### config.mk
export PLATFORM = sky130hd
export DESIGN_NAME = mod_n_counter
export DESIGN_NICKNAME = d
export VERILOG_FILES = /design/src/rtl/mod_n_counter_pkg.sv /design/src/rtl/mod_n_counter.sv
export SDC_FILE = /design/constraint.sdc
export NUM_CORES = 1
export LEC_CHECK = 0
export CAP_MARGIN = 20
export CORE_AREA = 2 2 39 41
export DETAILED_ROUTE_END_ITERATION = 10
export DIE_AREA = 0 0 41 43
export GPL_TIMING_DRIVEN = 0
export PLACE_DENSITY = 0.68
export RECOVER_POWER = 100
export SKIP_CTS_REPAIR_TIMING = 1
export SYNTH_ARGS = -nofsm -noshare
export SYNTH_HDL_FRONTEND = slang
export SYNTH_SLANG_ARGS = --single-unit
### constraint.sdc
create_clock -name Clk -period 1.76 [get_ports Clk]
set_input_delay 0.176 -clock Clk [delete_from_list [all_inputs] [get_ports Clk]]
set_output_delay 0.176 -clock Clk [all_outputs]
set_load 0.005 [all_outputs]
### src/rtl/mod_n_counter_pkg.sv
// Shared timekeeping constants and the per-edge operation decode for mod_n_counter.
// Latency: none (constants and a pure function).
// Backpressure: not applicable.
package mod_n_counter_pkg;

  // Standard moduli and register widths for clock stages
  localparam int unsigned MOD_SEC  = 60;
  localparam int unsigned MOD_MIN  = 60;
  localparam int unsigned MOD_HR24 = 24;
  localparam int unsigned MOD_HR12 = 12;
  localparam int unsigned MOD_DAY  = 7;
  localparam int unsigned W_SEC    = 6;
  localparam int unsigned W_HR     = 5;
  localparam int unsigned W_DAY    = 3;

  // What a single clock edge does to the counter, already priority-resolved
  typedef enum logic [2:0] {
    OP_HOLD,    // disabled, or Up/Dn both equal
    OP_LOAD,    // in-range load
    OP_REJECT,  // out-of-range load: keep count, raise LD_ERR
    OP_UP,
    OP_DN
  } op_e;

  // Priority: Enable, then LD, then a single Up or Dn request
  function automatic op_e decode_op(input logic enable, input logic ld,
                                    input logic up, input logic dn,
                                    input logic ld_ok);
    op_e op;
    op = OP_HOLD;
    if (!enable)        op = OP_HOLD;
    else if (ld)        op = ld_ok ? OP_LOAD : OP_REJECT;
    else if (up && !dn) op = OP_UP;
    else if (dn && !up) op = OP_DN;
    return op;
  endfunction

endpackage

### src/rtl/mod_n_counter.sv
// Modulo-N up/down counter with range-checked load, wrap pulses and combinational TC for cascading.
// Latency: COUNT/CARRY/BORROW/LD_ERR update one edge after sampling; TC is same-cycle combinational.
// Backpressure: none; Enable=0 freezes the count and clears the wrap pulses.
module mod_n_counter
  import mod_n_counter_pkg::*;
#(
  parameter int unsigned MOD     = MOD_DAY,
  parameter int unsigned W       = W_DAY,
  parameter int unsigned RST_VAL = 0
) (
  input  logic         Clk,
  input  logic         Clr,
  input  logic         Enable,
  input  logic         LD,
  input  logic         Up,
  input  logic         Dn,
  input  logic [W-1:0] D,
  output logic [W-1:0] COUNT,
  output logic         TC,
  output logic         CARRY,
  output logic         BORROW,
  output logic         LD_ERR
);

  localparam logic [W-1:0] MAX_V = W'(MOD - 1);
  localparam logic [W-1:0] RST_V = W'(RST_VAL);

  // Refuse to build a counter that cannot hold its modulus or reset value
  generate
    if (((64'd1 << W) < 64'(MOD)) || (RST_VAL >= MOD) || (MOD < 2)) begin : g_param_err
      $fatal(1, "mod_n_counter: bad parameters MOD=%0d W=%0d RST_VAL=%0d", MOD, W, RST_VAL);
    end
  endgenerate

  logic at_max;
  logic at_zero;
  logic ld_ok;
  op_e  op;

  assign at_max  = (COUNT == MAX_V);
  assign at_zero = (COUNT == '0);
  assign ld_ok   = (D <= MAX_V);

  // Resolve input priority into a single operation for this edge
  always_comb begin
    op = decode_op(Enable, LD, Up, Dn, ld_ok);
  end

  // Terminal count: this edge will wrap, so the next stage may step with us
  assign TC = ((op == OP_UP) && at_max) || ((op == OP_DN) && at_zero);

  // Count state and flags; wrap pulses default low so they last one cycle
  always_ff @(posedge Clk or negedge Clr) begin
    if (!Clr) begin
      COUNT  <= RST_V;
      CARRY  <= 1'b0;
      BORROW <= 1'b0;
      LD_ERR <= 1'b0;
    end else begin
      CARRY  <= 1'b0;
      BORROW <= 1'b0;
      case (op)
        OP_LOAD: begin
          COUNT  <= D;
          LD_ERR <= 1'b0;
        end
        OP_REJECT: begin
          LD_ERR <= 1'b1;
        end
        OP_UP: begin
          if (at_max) begin
            COUNT <= '0;
            CARRY <= 1'b1;
          end else begin
            COUNT <= COUNT + 1'b1;
          end
        end
        OP_DN: begin
          if (at_zero) begin
            COUNT  <= MAX_V;
            BORROW <= 1'b1;
          end else begin
            COUNT <= COUNT - 1'b1;
          end
        end
        default: begin
        end
      endcase
    end
  end

endmodule

==> results.md, run 1 <==
* Final setup TNS at 0 ns
* Post-layout util at 0.488
* TritonCTS Buffers at 3
* Syn Nets at 69
* Dpl ws at -0.211 ns
* I/O Pins at 16
* FF/Latch Area at 150 um^2
* H-tree level count at 1
* P&R area growth vs syn at 42.9%
* Final hold slack at 0.237 ns
* Main combinational cell family by area after synthesis: compound AO/OA/AOI/OAI gates
* Routed Antenna Nets at 0
* Synth Area in Adders at 0.132
* Final Max Tran Viols at 0
* Total GRT Usage at 0.149
* TritonCTS clock tree: done
* CP top delay family: flip-flops
* Initial antenna violation count at 0
* Area leader, netlist: dfrtp_1
* Worst skew pair latency at approximately 0.24 ns
* Worst Path Arrival at 1.41 ns
* Peak Freq at between 600 and 700 MHz
* Commonest register cell after synthesis: dfrtp_1
* Routed vias/inst at 5.34
* Synth async-reset ratio at 1.00
* Mux cell area share after synthesis at 0
* Max transition margin at 0.816
* Layout cells sized above 1 at 0.110
* Final Hold Fails at 0
* Slowest CP cell: dfrtp_1
* Gpl congestion at slightly above 0.8
* Starting Density at 0.342
* DIE AREA at 1760 um^2
* Worst hold path type: in2async
* CP max stage delay at 0.44 ns
* DP Wirelength at 846 um
* # nets final at between 80 and 90
* Worst setup EP type: primary output
* Synth Area in Compound Gates at 0.288
* Critical Path RT at approximately 1.6 ns
* Die Y-Extent at roughly 43 um
* Clk slew on worst S/H paths at ~0.04 ns
* Filler Cell Count at 151
* Crit path kind: reg2out
* First-pass GRT wire length at 1.79 mm
* Worst-Margin Slew at between 0.2 and 0.3 ns
* Grt ovf at 0
* Row cnt at 14
* Die X at 41 um
* Multi-input logic area at 319 um^2
* Power Total at roughly 530 uW
* Drt pass-1 iters at 3
* Worst vdd ir at ~0.22 mV
* #FFs+latches synth at 6
* LEAKAGE at about 0.31 nW
* Top cells by count, synth: a21oi_1 (6), dfrtp_1 (6), ha_1 (5), nand2_1 (5), nor2_1 (5)
* Yosys warns at 0
* CP startpoint kind: register
* Synth area leaders: dfrtp_1 (32%), ha_1 (13%), a21oi_1 (6.3%)
* Final min period at about 1.6 ns
* DRC at 0
* Power density cells at 788 nW/um^2
* Number of port buffers at 15
* Root Buffer Master: clkbuf_4
* Syn avg cell area at between 8 and 9 um^2
* Final Setup Violations at 0
* Max FO, Critical Path at 5
* Core Region at 1380 um^2
* Max Root-Sink Buffers at 2
* Top cell type's share of synthesized area at 0.317
* Worst path cell trace: inv_2 -> ha_1 -> nand2_1 -> o22ai_1 -> dlymetal6s2s_1
* Antenna fix cells at 0
* WP buf/inv at 2
* Post-Synth XOR/XNOR Area at 0.0185
* Outcome: finished clean
* Tcrit/Tclk final at 0.898
* Final wirelength at 1.07 mm
* Netlist cell types at 26
* Vias in the first global route at 443
* Number of synthesized flops with an enable pin at 0
* Register area share after synthesis at 0.317
* DRT iter0 DRCs at 10
* Largest net degree at the start of global routing at 8
* Post-route setup slack at around 0.18 ns
* RSZ-0062 raised after global routing: no
* Mapped Area at between 400 and 500 um^2
* Vias at 475
* TritonCTS Sinks at 6
* Post-Synth Simple-Gate Area at 0.220
* Cell count after synthesis at 55
* Total of max-cap violations at 0
* WL/cell at 12.0 um
* Clk_skew at 0.000441 ns
==> report_power, final <==
| part | switching [mW] | internal [mW] | total [mW] |
|---|---|---|---|
| clock network | 0.0481 | 0.0770 | 0.125 |
| registers | 0.0355 | 0.161 | 0.197 |
| logic | 0.105 | 0.106 | 0.211 |
==> kinds of logic after synthesis <==
kind of cell               after synthesis
adders and majority gates                5
AOI/OAI and AO/OA                       20
buffers and inverters                    3
and+or+nand+nor                         20
xor gates and xnor gates                 1
DFF                                      6
==> worst reg2reg max path, delay by kind of cell (launching register included) <==
kind	cells	cell delay (ns)
DFF	1	0.44
buffers and inverters	1	0.12
AOI/OAI and AO/OA	3	0.43
adders and majority gates	1	0.20
and+or+nand+nor	1	0.11
==> per-stage QoR <==
stage	instance area [um^2]	instances
6_report	676	89
5_1_grt	676	89
4_1_cts	666	89
3_5_place_dp	643	86
3_3_place_gp	643	86
2_1_floorplan	473	55
==> path summary, 6_finish.rpt <==
check	start	to	slack, ns	depth (start not counted)
max in group asynchronous	Clr	LD_ERR$_DFFE_PN0P_	1.32	1
max reg2reg	COUNT[0]$_DFFE_PN0P_	COUNT[1]$_DFFE_PN0P_	0.34	6
max	COUNT[0]$_DFFE_PN0P_	TC	0.18	5
min reg2reg	LD_ERR$_DFFE_PN0P_	LD_ERR$_DFFE_PN0P_	0.49	2
min in group Clk	LD_ERR$_DFFE_PN0P_	LD_ERR$_DFFE_PN0P_	0.49	2
min	Clr	COUNT[2]$_DFFE_PN0P_	0.24	1
==> layout by cell type (no fill, tap or decap) <==
master           n
inv_2            1
a211oi_1         1
nor2b_2          1
dfrtp_1          6
nand3_1          1
o2111ai_1        1
a21oi_1          6
and2b_1          1
ha_1             5
nor3_1           1
nand4bb_2        1
dlymetal6s2s_1   1
o32ai_1          1
o2bb2ai_1        1
dlygate4sd3_1    8
xnor2_1          1
or2_2            1
o22ai_1          1
nor2_1           5
a31oi_1          1
a2bb2oi_2        1
a22oi_1          1
nor2b_1          2
and2_1           1
clkdlybuf4s50_1  6
clkbuf_4         3
inv_1            2
a211o_1          1
a22o_1           1
nand2b_1         1
nand2_1          5
o21ai_0          4
==> cell type report <==
type	instances	area share
Clock buffer	3	0.0333
Inverter	3	0.0167
Multi-Input combinational cell	46	0.472
Sequential cell	6	0.222
Tap cell	16	0.0296
Timing Repair Buffer	15	0.226
==> metal layers <==
layer	wire, um	vias to the layer above	GRT usage
li1	-	240	-
met1	490	214	0.200
met2	480	15	0.213
met3	51	6	0
met4	43	0	0.120
met5	0	-	0
==> registers in the layout (all words and copies together), names as in the netlist <==
name / flops
BORROW: 1
CARRY: 1
COUNT: 3
LD_ERR: 1
Note: power is estimated with default switching activity, not from simulation.
==> run 2: changes to the inputs <==
--- a/config.mk
+++ b/config.mk
@@ -5,12 +5,13 @@
 export SDC_FILE = /design/constraint.sdc
 export NUM_CORES = 1
 export LEC_CHECK = 0
+export ABC_AREA = 1
 export CAP_MARGIN = 20
 export CORE_AREA = 2 2 39 41
 export DETAILED_ROUTE_END_ITERATION = 10
 export DIE_AREA = 0 0 41 43
 export GPL_TIMING_DRIVEN = 0
-export PLACE_DENSITY = 0.68
+export PLACE_DENSITY = 0.7
 export RECOVER_POWER = 100
 export SKIP_CTS_REPAIR_TIMING = 1
 export SYNTH_ARGS = -nofsm -noshare
==> run 2 against run 1 <==
Against the previous run:
- cell count is 22% higher
- via count up 3.2%
- utilization up 1.9 points
- largest cell class unchanged
- sequential share of layout area decreased by 0.65 points
- first-iteration DRC count fell by 20%
- clock power fell by 3%
- clock skew increased by 0.0054 ns
- register-to-register slack better by 0.10 ns
- highest routed layer is now met3
==> results.md, run 2 <==
* Outcome: finished clean
* Final Setup Violations at 0 (unchanged)
* #FFs+latches synth at 6 (unchanged)
* Vias at 490 (+3.2%)
* Final setup TNS at 0 ns (unchanged)
* Yosys warns at 0 (unchanged)
* Peak Freq at 646 MHz (+2.1%)
* TritonCTS Buffers at 3 (unchanged)
* Final Hold Fails at 0 (unchanged)
* Most flops, register: COUNT
* Core Region at 1380 um^2 (unchanged)
* Worst hold path type: in2async
* Slowest CP cell: dfrtp_2
* Mapped Area at 500 um^2 (+5.8%)
* H-tree level count at 1 (unchanged)
* Clk_skew at 0.00588 ns (+0.00544 ns)
* Power density cells at 695 nW/um^2 (-12%)
* WL/cell at 9.41 um (-21%)
* WP buf/inv at 2 (unchanged)
* Vias in the first global route at 435 (-1.8%)
* DIE AREA at 1760 um^2 (unchanged)
* P&R area growth vs syn at 40.2%
* Layout cells sized above 1 at 0.172 (+0.0625)
* TritonCTS clock tree: done
* Worst setup EP type: primary output
* # nets final at 109 (+22%)
* Commonest non-fill, non-tap cell in the layout: nand2_1
* Critical Path RT at 1.58 ns (about the same)
* DRC at 0 (unchanged)
* Most frequent cell after synthesis: nand2_1
* Tcrit/Tclk final at 0.880 (-0.0184)
* Cell count after synthesis at 74 (+35%)
* First-pass GRT wire length at 1.63 mm (-9.3%)
* Max FO, Critical Path at 6 (+1)
* Crit path kind: reg2out
* Synth Area in Compound Gates at 0.0325 (-0.256)
* Worst-Margin Slew at 0.263 ns (-0.0110 ns)
* Total of max-cap violations at 0 (unchanged)
* Worst path cell trace: inv_2 -> ha_1 -> nand2_1 -> o22ai_1 -> dlymetal6s2s_1
* Netlist cell types at 16 (-38%)
* Routed Antenna Nets at 0 (unchanged)
* Final wirelength at 1.03 mm (-3.7%)
* Number of port buffers at 15 (unchanged)
* Initial antenna violation count at 0 (unchanged)
* Max Root-Sink Buffers at 2 (unchanged)
* Synth Area in Adders at 0.125 (-0.00728)
* Die X at 41 um (unchanged)
* Top cell type's share of synthesized area at 0.300 (-0.0175)
* CP max stage delay at 0.44 ns (about the same)
* Synth async-reset ratio at 1.00 (unchanged)
* Row cnt at 14 (unchanged)
* Syn Nets at 88 (+28%)
* TritonCTS Sinks at 6 (unchanged)
* Worst Path Arrival at 1.37 ns (-0.04 ns)
* Total GRT Usage at 0.133 (-0.0164)
* DRT iter0 DRCs at 8 (-2)
* Antenna fix cells at 0 (unchanged)
* Post-Synth XOR/XNOR Area at 0 (-0.0185)
* Root Buffer Master: clkbuf_4
* CP startpoint kind: register
* Drt pass-1 iters at 4 (+1)
* Mux cell area share after synthesis at 0 (unchanged)
* Post-Synth Simple-Gate Area at 0.435 (+0.215)
* LEAKAGE at 0.414 nW (+34%)
* Top cells by count, synth: nand2_1 (22), inv_1 (11), nand3_1 (8)
* Grt ovf at 0 (unchanged)
* Clk slew on worst S/H paths at 0.04 ns (about the same)
* Number of synthesized flops with an enable pin at 0 (unchanged)
* RSZ-0062 raised after global routing: no
* Largest register FFs at 3 (unchanged)
* Most frequent cells in the layout: nand2_1 (23), inv_1 (9), nand3_1 (8), dlygate4sd3_1 (8), nor2_1 (7)
* Gpl congestion at 0.850 (+2.2%)
* Starting Density at 0.362 (+0.0199)
* Routed vias/inst at 4.50 (-16%)
* FF-to-FF path depth at 9 (+3)
* DP Wirelength at 824 um (-2.6%)
* Syn avg cell area at 6.76 um^2 (-21%)
* Worst skew pair latency at 0.24 ns (about the same)
* Power Total at 488 uW (-8.4%)
* Worst vdd ir at 0.612 mV (+180%)
* Largest net degree at the start of global routing at 8 (unchanged)
* CP Depth at 5 (unchanged)
* Commonest register cell after synthesis: dfrtp_1
* Final Max Tran Viols at 0 (unchanged)
* I/O Pins at 16 (unchanged)
* CP top delay family: flip-flops
* Main combinational cell family by area after synthesis: simple AND/OR/NAND/NOR gates
* Die Y-Extent at 43 um (unchanged)
* Register area share after synthesis at 0.300 (-0.0175)
* Area leader, netlist: dfrtp_1
* Final min period at 1.55 ns (-0.0325 ns)
* Synth area leaders: dfrtp_1 (30%), nand2_1 (17%), ha_1 (13%)
* Max transition margin at 0.824 (+0.00806)
run 2: cells by family after synthesis:
family / after synthesis
fa+ha+maj: 5
buf+inv: 14
simple gates: 46
flops: 6
compound gates: 3
run 2: final cells by class:
type                    count  area [um^2]
fillers                   139          682
multi-input cells          54          294
repair buffers             16          160
flip-flops and latches      6          151
inverters                  14         53.8
clock buffers               3         22.5
well taps                  16         20.0
run 2: per-stage QoR:
step	utilization	cells	hold slack (ns)	setup slack, ns	cell area (um^2)
CTS	0.501	108	0.174	-0.216	693
global route	0.507	109	0.251	0.0838	702
detailed placement	0.485	105	0.436	-0.0402	671
finish	0.507	109	0.239	0.211	702
floorplan	-	74	-0.120	0.521	500
global placement	0.485	105	0.429	-0.0417	671
run 2: final timing paths:
check	startpoint	end	slack (ns)
max	COUNT[0]$_DFFE_PN0P_	TC	0.21
min	Clr	LD_ERR$_DFFE_PN0P_	0.24
max reg2reg	COUNT[0]$_DFFE_PN0P_	COUNT[1]$_DFFE_PN0P_	0.44
min reg2reg	LD_ERR$_DFFE_PN0P_	LD_ERR$_DFFE_PN0P_	0.49
max in group asynchronous	Clr	COUNT[0]$_DFFE_PN0P_	1.29
min in group Clk	LD_ERR$_DFFE_PN0P_	LD_ERR$_DFFE_PN0P_	0.49
run 2: power by group:
| group | internal (mW) | total [mW] | switching (mW) |
|---|---|---|---|
| Combinational | 0.0913 | 0.189 | 0.0974 |
| Clock | 0.0768 | 0.121 | 0.0443 |
| Sequential | 0.156 | 0.178 | 0.0224 |
run 2: per-layer routing:
layer | wire length, um | up-vias | global-route usage | part of all wire
met5 | 0 | - | 0 | 0
met2 | 458 | 16 | 0.200 | 0.45
met1 | 481 | 209 | 0.182 | 0.47
met3 | 85 | 0 | 0.0471 | 0.083
li1 | - | 265 | - | -
met4 | 0 | 0 | 0.0200 | 0
